**src/rtl/secuenciador_fir_trunc.sv**
```systemverilog
`default_nettype none
// ============================================================================
// Module   : secuenciador_fir_trunc
// Brief    : Sequenced FIR. Captures one sample, runs TAPS serial MACs, then
//            floor-truncates the accumulator to N bits and pulses a valid strobe.
//            Optional macro SATURACION_TRUNC_EN clamps the result on overflow.
// Revision : 1.0 - initial release
// ============================================================================
module secuenciador_fir_trunc #(
    parameter int N    = 24,
    parameter int TAPS = 8,
    parameter int FRAC = 16
) (
    input  logic                     CLK,
    input  logic                     RST,
    input  logic                     Dato_Listo,
    input  logic [N-1:0]             Datos_In,
    input  logic [N-1:0]             Coef,
    output logic [$clog2(TAPS)-1:0]  Dir_Coef,
    output logic                     Ocupado,
    output logic [N-1:0]             Datos_Trunc,
    output logic                     Dato_Valido,
    output logic                     Overflow,
    output logic                     Perdido
);

    localparam int C_IDX_W = $clog2(TAPS);
    localparam int C_ACC_W = 2 * N + C_IDX_W;
    localparam int C_TOP_W = C_ACC_W - FRAC - N + 1;
    localparam logic [C_IDX_W-1:0] C_IDX_LAST = C_IDX_W'(TAPS - 1);

    typedef enum logic [1:0] {
        IDLE  = 2'd0,
        MAC   = 2'd1,
        TRUNC = 2'd2
    } state_t;

    state_t                state_q;
    logic signed [N-1:0]   x_q [TAPS];
    logic [C_ACC_W-1:0]    acc_q;
    logic [C_IDX_W-1:0]    idx_q;
    logic [N-1:0]          trunc_q;
    logic                  valido_q;
    logic                  ovf_q;
    logic                  perdido_q;
    logic                  ocupado_q;

    logic signed [2*N-1:0] prod;
    logic [C_ACC_W-1:0]    acc_d;
    logic [C_TOP_W-1:0]    acc_top;
    logic                  ovf_d;
    logic [N-1:0]          trunc_d;

    assign prod    = x_q[idx_q] * $signed(Coef);
    assign acc_d   = acc_q + {{C_IDX_W{prod[2*N-1]}}, prod};
    // Result fits in N bits only when every bit from the result MSB upward is a copy of the sign.
    assign acc_top = acc_q[C_ACC_W-1:FRAC+N-1];
    assign ovf_d   = ~((&acc_top) | ~(|acc_top));

`ifdef SATURACION_TRUNC_EN
    assign trunc_d = ovf_d ? (acc_q[C_ACC_W-1] ? {1'b1, {(N-1){1'b0}}}
                                               : {1'b0, {(N-1){1'b1}}})
                           : acc_q[FRAC+N-1:FRAC];
`else
    assign trunc_d = acc_q[FRAC+N-1:FRAC];
`endif

    always_ff @(posedge CLK) begin
        if (RST) begin
            state_q   <= IDLE;
            for (int i = 0; i < TAPS; i++) begin
                x_q[i] <= '0;
            end
            acc_q     <= '0;
            idx_q     <= '0;
            trunc_q   <= '0;
            valido_q  <= 1'b0;
            ovf_q     <= 1'b0;
            perdido_q <= 1'b0;
            ocupado_q <= 1'b0;
        end else begin
            valido_q <= 1'b0;
            if (Dato_Listo && state_q != IDLE) begin
                perdido_q <= 1'b1;
            end
            case (state_q)
                IDLE: begin
                    if (Dato_Listo) begin
                        for (int i = TAPS - 1; i > 0; i--) begin
                            x_q[i] <= x_q[i-1];
                        end
                        x_q[0]    <= Datos_In;
                        acc_q     <= '0;
                        idx_q     <= '0;
                        ocupado_q <= 1'b1;
                        state_q   <= MAC;
                    end
                end
                MAC: begin
                    acc_q <= acc_d;
                    // Wraps back to zero after the last tap, leaving Dir_Coef at 0 in TRUNC.
                    idx_q <= idx_q + 1'b1;
                    if (idx_q == C_IDX_LAST) begin
                        state_q <= TRUNC;
                    end
                end
                TRUNC: begin
                    trunc_q   <= trunc_d;
                    ovf_q     <= ovf_d;
                    valido_q  <= 1'b1;
                    ocupado_q <= 1'b0;
                    state_q   <= IDLE;
                end
                default: begin
                    ocupado_q <= 1'b0;
                    state_q   <= IDLE;
                end
            endcase
        end
    end

    assign Dir_Coef    = idx_q;
    assign Ocupado     = ocupado_q;
    assign Datos_Trunc = trunc_q;
    assign Dato_Valido = valido_q;
    assign Overflow    = ovf_q;
    assign Perdido     = perdido_q;

endmodule
`default_nettype wire

```
**config.mk**
```make
export PLATFORM = sky130hd
export DESIGN_NAME = secuenciador_fir_trunc
export DESIGN_NICKNAME = d
export VERILOG_FILES = /design/src/rtl/secuenciador_fir_trunc.sv
export SDC_FILE = /design/constraint.sdc
export NUM_CORES = 2
export LEC_CHECK = 0
export BUFFER_PORTS_ARGS = -buffer_cell sky130_fd_sc_hd__buf_2
export CORE_MARGIN = 1
export CORE_UTILIZATION = 56
export CTS_CLUSTER_DIAMETER = 100
export DETAILED_ROUTE_END_ITERATION = 8
export GPL_TIMING_DRIVEN = 0
export PLACE_DENSITY = 0.69
export SLEW_MARGIN = 40
export SYNTH_ARGS = -nofsm -noshare
export SYNTH_HDL_FRONTEND = slang
export SYNTH_SLANG_ARGS = --single-unit
```
**constraint.sdc**
```tcl
create_clock -name CLK -period 11.8 [get_ports CLK]
set_input_delay 0.59 -clock CLK [delete_from_list [all_inputs] [get_ports CLK]]
set_output_delay 0.59 -clock CLK [all_outputs]
set_load 0.02 [all_outputs]
```
==> flow_metrics.tcl <==
set metrics [dict create \
    slew_violations 0 \
    fin_util_pct 60.86 \
    cts_buffers 31 \
    syn_avg_cell_area_um2 10.14 \
    synthToLayoutAreaGrowth_pct 7.541 \
    violations "design-rule violations" \
    nets 4411 \
    final_cell_mix "618 x inv_1, 607 x fa_1, 464 x and2_1" \
    postCtsHoldBufs 0 \
    reg2regPathDepth 40 \
    layout_commonest_cell "inv_1" \
    slew-limit-headroom_pct 37.06 \
    cp-start-kind "register" \
    critPathKind "register to register" \
    r2r_slack_ns 0.47 \
    ctsRootBufferMaster "clkbuf_16" \
    core_mm2 0.06171 \
    wire_per_inst_um 21.25 \
    final_antenna_net_count 0 \
    fin_crit_ns 11.33 \
    seqCellArea_mm2 0.007507 \
    multi_input_area_mm2 0.02452 \
    max_freq_ghz 0.08828 \
    grt_max_degree 42 \
    grt_antenna_before_repair 3 \
    hold_depth 2 \
    cts.reportedPaths.clkPinSlew_ns 0.07 \
    crit_fanout 10 \
    drt-total-wl_um 94080 \
    slowest_stage "fa_1" \
    status "finished with violations" \
    htreeDepth 1 \
    max_stage_delay_ns 0.61 \
    grt_usage_pct 30.90 \
    cts.sinks 279 \
    rows 91 \
    setup_tns_ns 0 \
    ios 82 \
    synth_enable_flop_cells 192 \
    placed_area_mm2 0.03650 \
    initial_utilization_pct 56.59 \
    hold_viol 0 \
    firstDrtPassIters 7 \
    post-route-cell-area_mm2 0.03756 \
    via_per_inst 5.576 \
    dp_hpwl_um 77220 \
    synth_nets 4292 \
    synth.distinct_cells 77 \
    synth-seq-cells 279 \
    grt_pass1_vias 25710 \
    insertion_delay_ns 0.58 \
    drv_cap 0 \
    place_inst 4368 \
    synth_top_flop_cell "edfxtp_1" \
    synth-seq-area-share_pct 21.50 \
    period_share_pct 95.99 \
    fillers 5441 \
    drive_gt1_share_pct 6.940 \
    clk_path_buf_depth 3 \
    synth_area_mm2 0.03492 \
    num_vias 24690 \
    fin_skew_ns 0.01504 \
    overflow 0 \
    die_height_um 251.7 \
    die-area_mm2 0.06337 \
    port_buffers 81 \
    grt_pass1_wl_um 146900 \
    yosys_warnings 0 \
    die_w_um 251.7 \
    gp_congestion 0.9958 \
    fin_cells 4428 \
    endpoint_kind "register" \
    crit_path_frequent_cell "fa_1" \
    tightest_slew_ns 0.9440 \
    cp.arrival_ns 11.84 \
    hold_path_class "primary input to register" \
    drc 4 \
    cts_tree "built" \
    rsz0062_at_grt "no" \
    post_cts_buffers 0 \
    required_ns 12.31 \
    synthArstFlopShare_pct 0 \
    synth_cells 3445 \
    setup_viol 0 \
    drt-initial-drc-count 1802 \
]
metrics by stage:
stage / hold WS (ns) / setup slack (ns)
final: 0.2894 / 0.4728
after floorplan: 0.4315 / 1.426
after global placement: 0.4311 / -1.020
after global routing: 0.2788 / 0.03936
after detailed placement: 0.4378 / -0.5936
after CTS: 0.2650 / 0.01324
path summary, 6_finish.rpt:
| check | startpoint | endpoint |
|---|---|---|
| worst max-delay path | register | acc_q[50]$_SDFFE_PP0P_ |
| worst min-delay path | Datos_In[10] | x_q[0][10]$_SDFFCE_PN0P_ |
| worst max register to register | register | acc_q[50]$_SDFFE_PP0P_ |
| worst min register to register | Perdido$_SDFFE_PP0P_ | Perdido$_SDFFE_PP0P_ |
what timing repair did:
item,CTS,global route
pin swaps,0,0
endpoints found under the hold margin,0,0
gates resized for setup,6,30
endpoints found under the setup margin,13,18
critical path, delay by kind of cell, from the launching register on:
kind,cells,cell delay [ns]
xor+xnor,2,0.42
simple gates,4,0.82
flops,1,0.39
mux,3,0.87
buf+inv,9,1.71
fa+ha+maj,9,4.30
compound gates,13,2.73
cells by family after synthesis:
group	synth area share (%)
and+or+nand+nor	15.76
adders and majority gates	41.59
buffers and inverters	8.419
AOI/OAI and AO/OA	6.302
DFF	21.50
xor gates and xnor gates	2.458
muxes	3.984
registers in the layout, indices dropped and copies added (netlist names), named ones only:
signal,count
acc_q,51
Ocupado,1
Dir_Coef,3
Perdido,1
x_q,192
Overflow,1
state_q,2
Datos_Trunc,24
Dato_Valido,1
layout make-up:
cell class                      instances  area share [%]
Clock inverter                         23          0.5330
Inverter                              618           6.176
Antenna cell                            3         0.01999
Tap cell                              837           2.788
Clock buffer                           34           2.095
Timing Repair Buffer                   87           1.366
Buffer                                162           1.742
Sequential cell                       279           19.99
Multi-Input combinational cell       2385           65.29
layer usage:
| layer | vias to the layer above | share of wire, % | GRT usage (%) |
|---|---|---|---|
| met5 | - | 0 | 0 |
| met4 | 0 | 5.5 | 14.37 |
| met3 | 233 | 7.5 | 4.498 |
| met2 | 882 | 46 | 49.72 |
| met1 | 12580 | 41 | 41.58 |
| li1 | 10990 | - | - |
synthesized netlist by cell type (all sizes together), types with 6 or more instances:
| cell | count | area [um2] |
|---|---|---|
| nor4 | 6 | 37.54 |
| a21oi | 131 | 655.6 |
| clkbuf | 155 | 583.1 |
| nor2 | 92 | 345.3 |
| and2 | 464 | 2903 |
| mux4 | 48 | 1081 |
| a22oi | 27 | 202.7 |
| a211oi | 6 | 50.05 |
| nand3 | 16 | 80.08 |
| ha | 188 | 2352 |
| xor2 | 32 | 280.3 |
| or2 | 8 | 50.05 |
| o21a | 12 | 90.09 |
| inv | 618 | 2320 |
| dfxtp | 87 | 1742 |
| nand4 | 17 | 106.4 |
| fa | 608 | 12170 |
| o21bai | 12 | 90.09 |
| buf | 8 | 37.53 |
| nor2b | 30 | 187.7 |
| and3 | 7 | 43.79 |
| nand2b | 24 | 150.1 |
| o21ai | 58 | 294.0 |
| nor3 | 12 | 60.06 |
| xnor2 | 66 | 578.1 |
| o211ai | 7 | 52.55 |
| a21o | 45 | 340.3 |
| edfxtp | 192 | 5766 |
| nand2 | 380 | 1426 |
| mux2 | 24 | 270.3 |
Power is left out: the tool's default activity adds up to more than one toggle a clock period on the data nets, which glitch-free logic cannot reach.
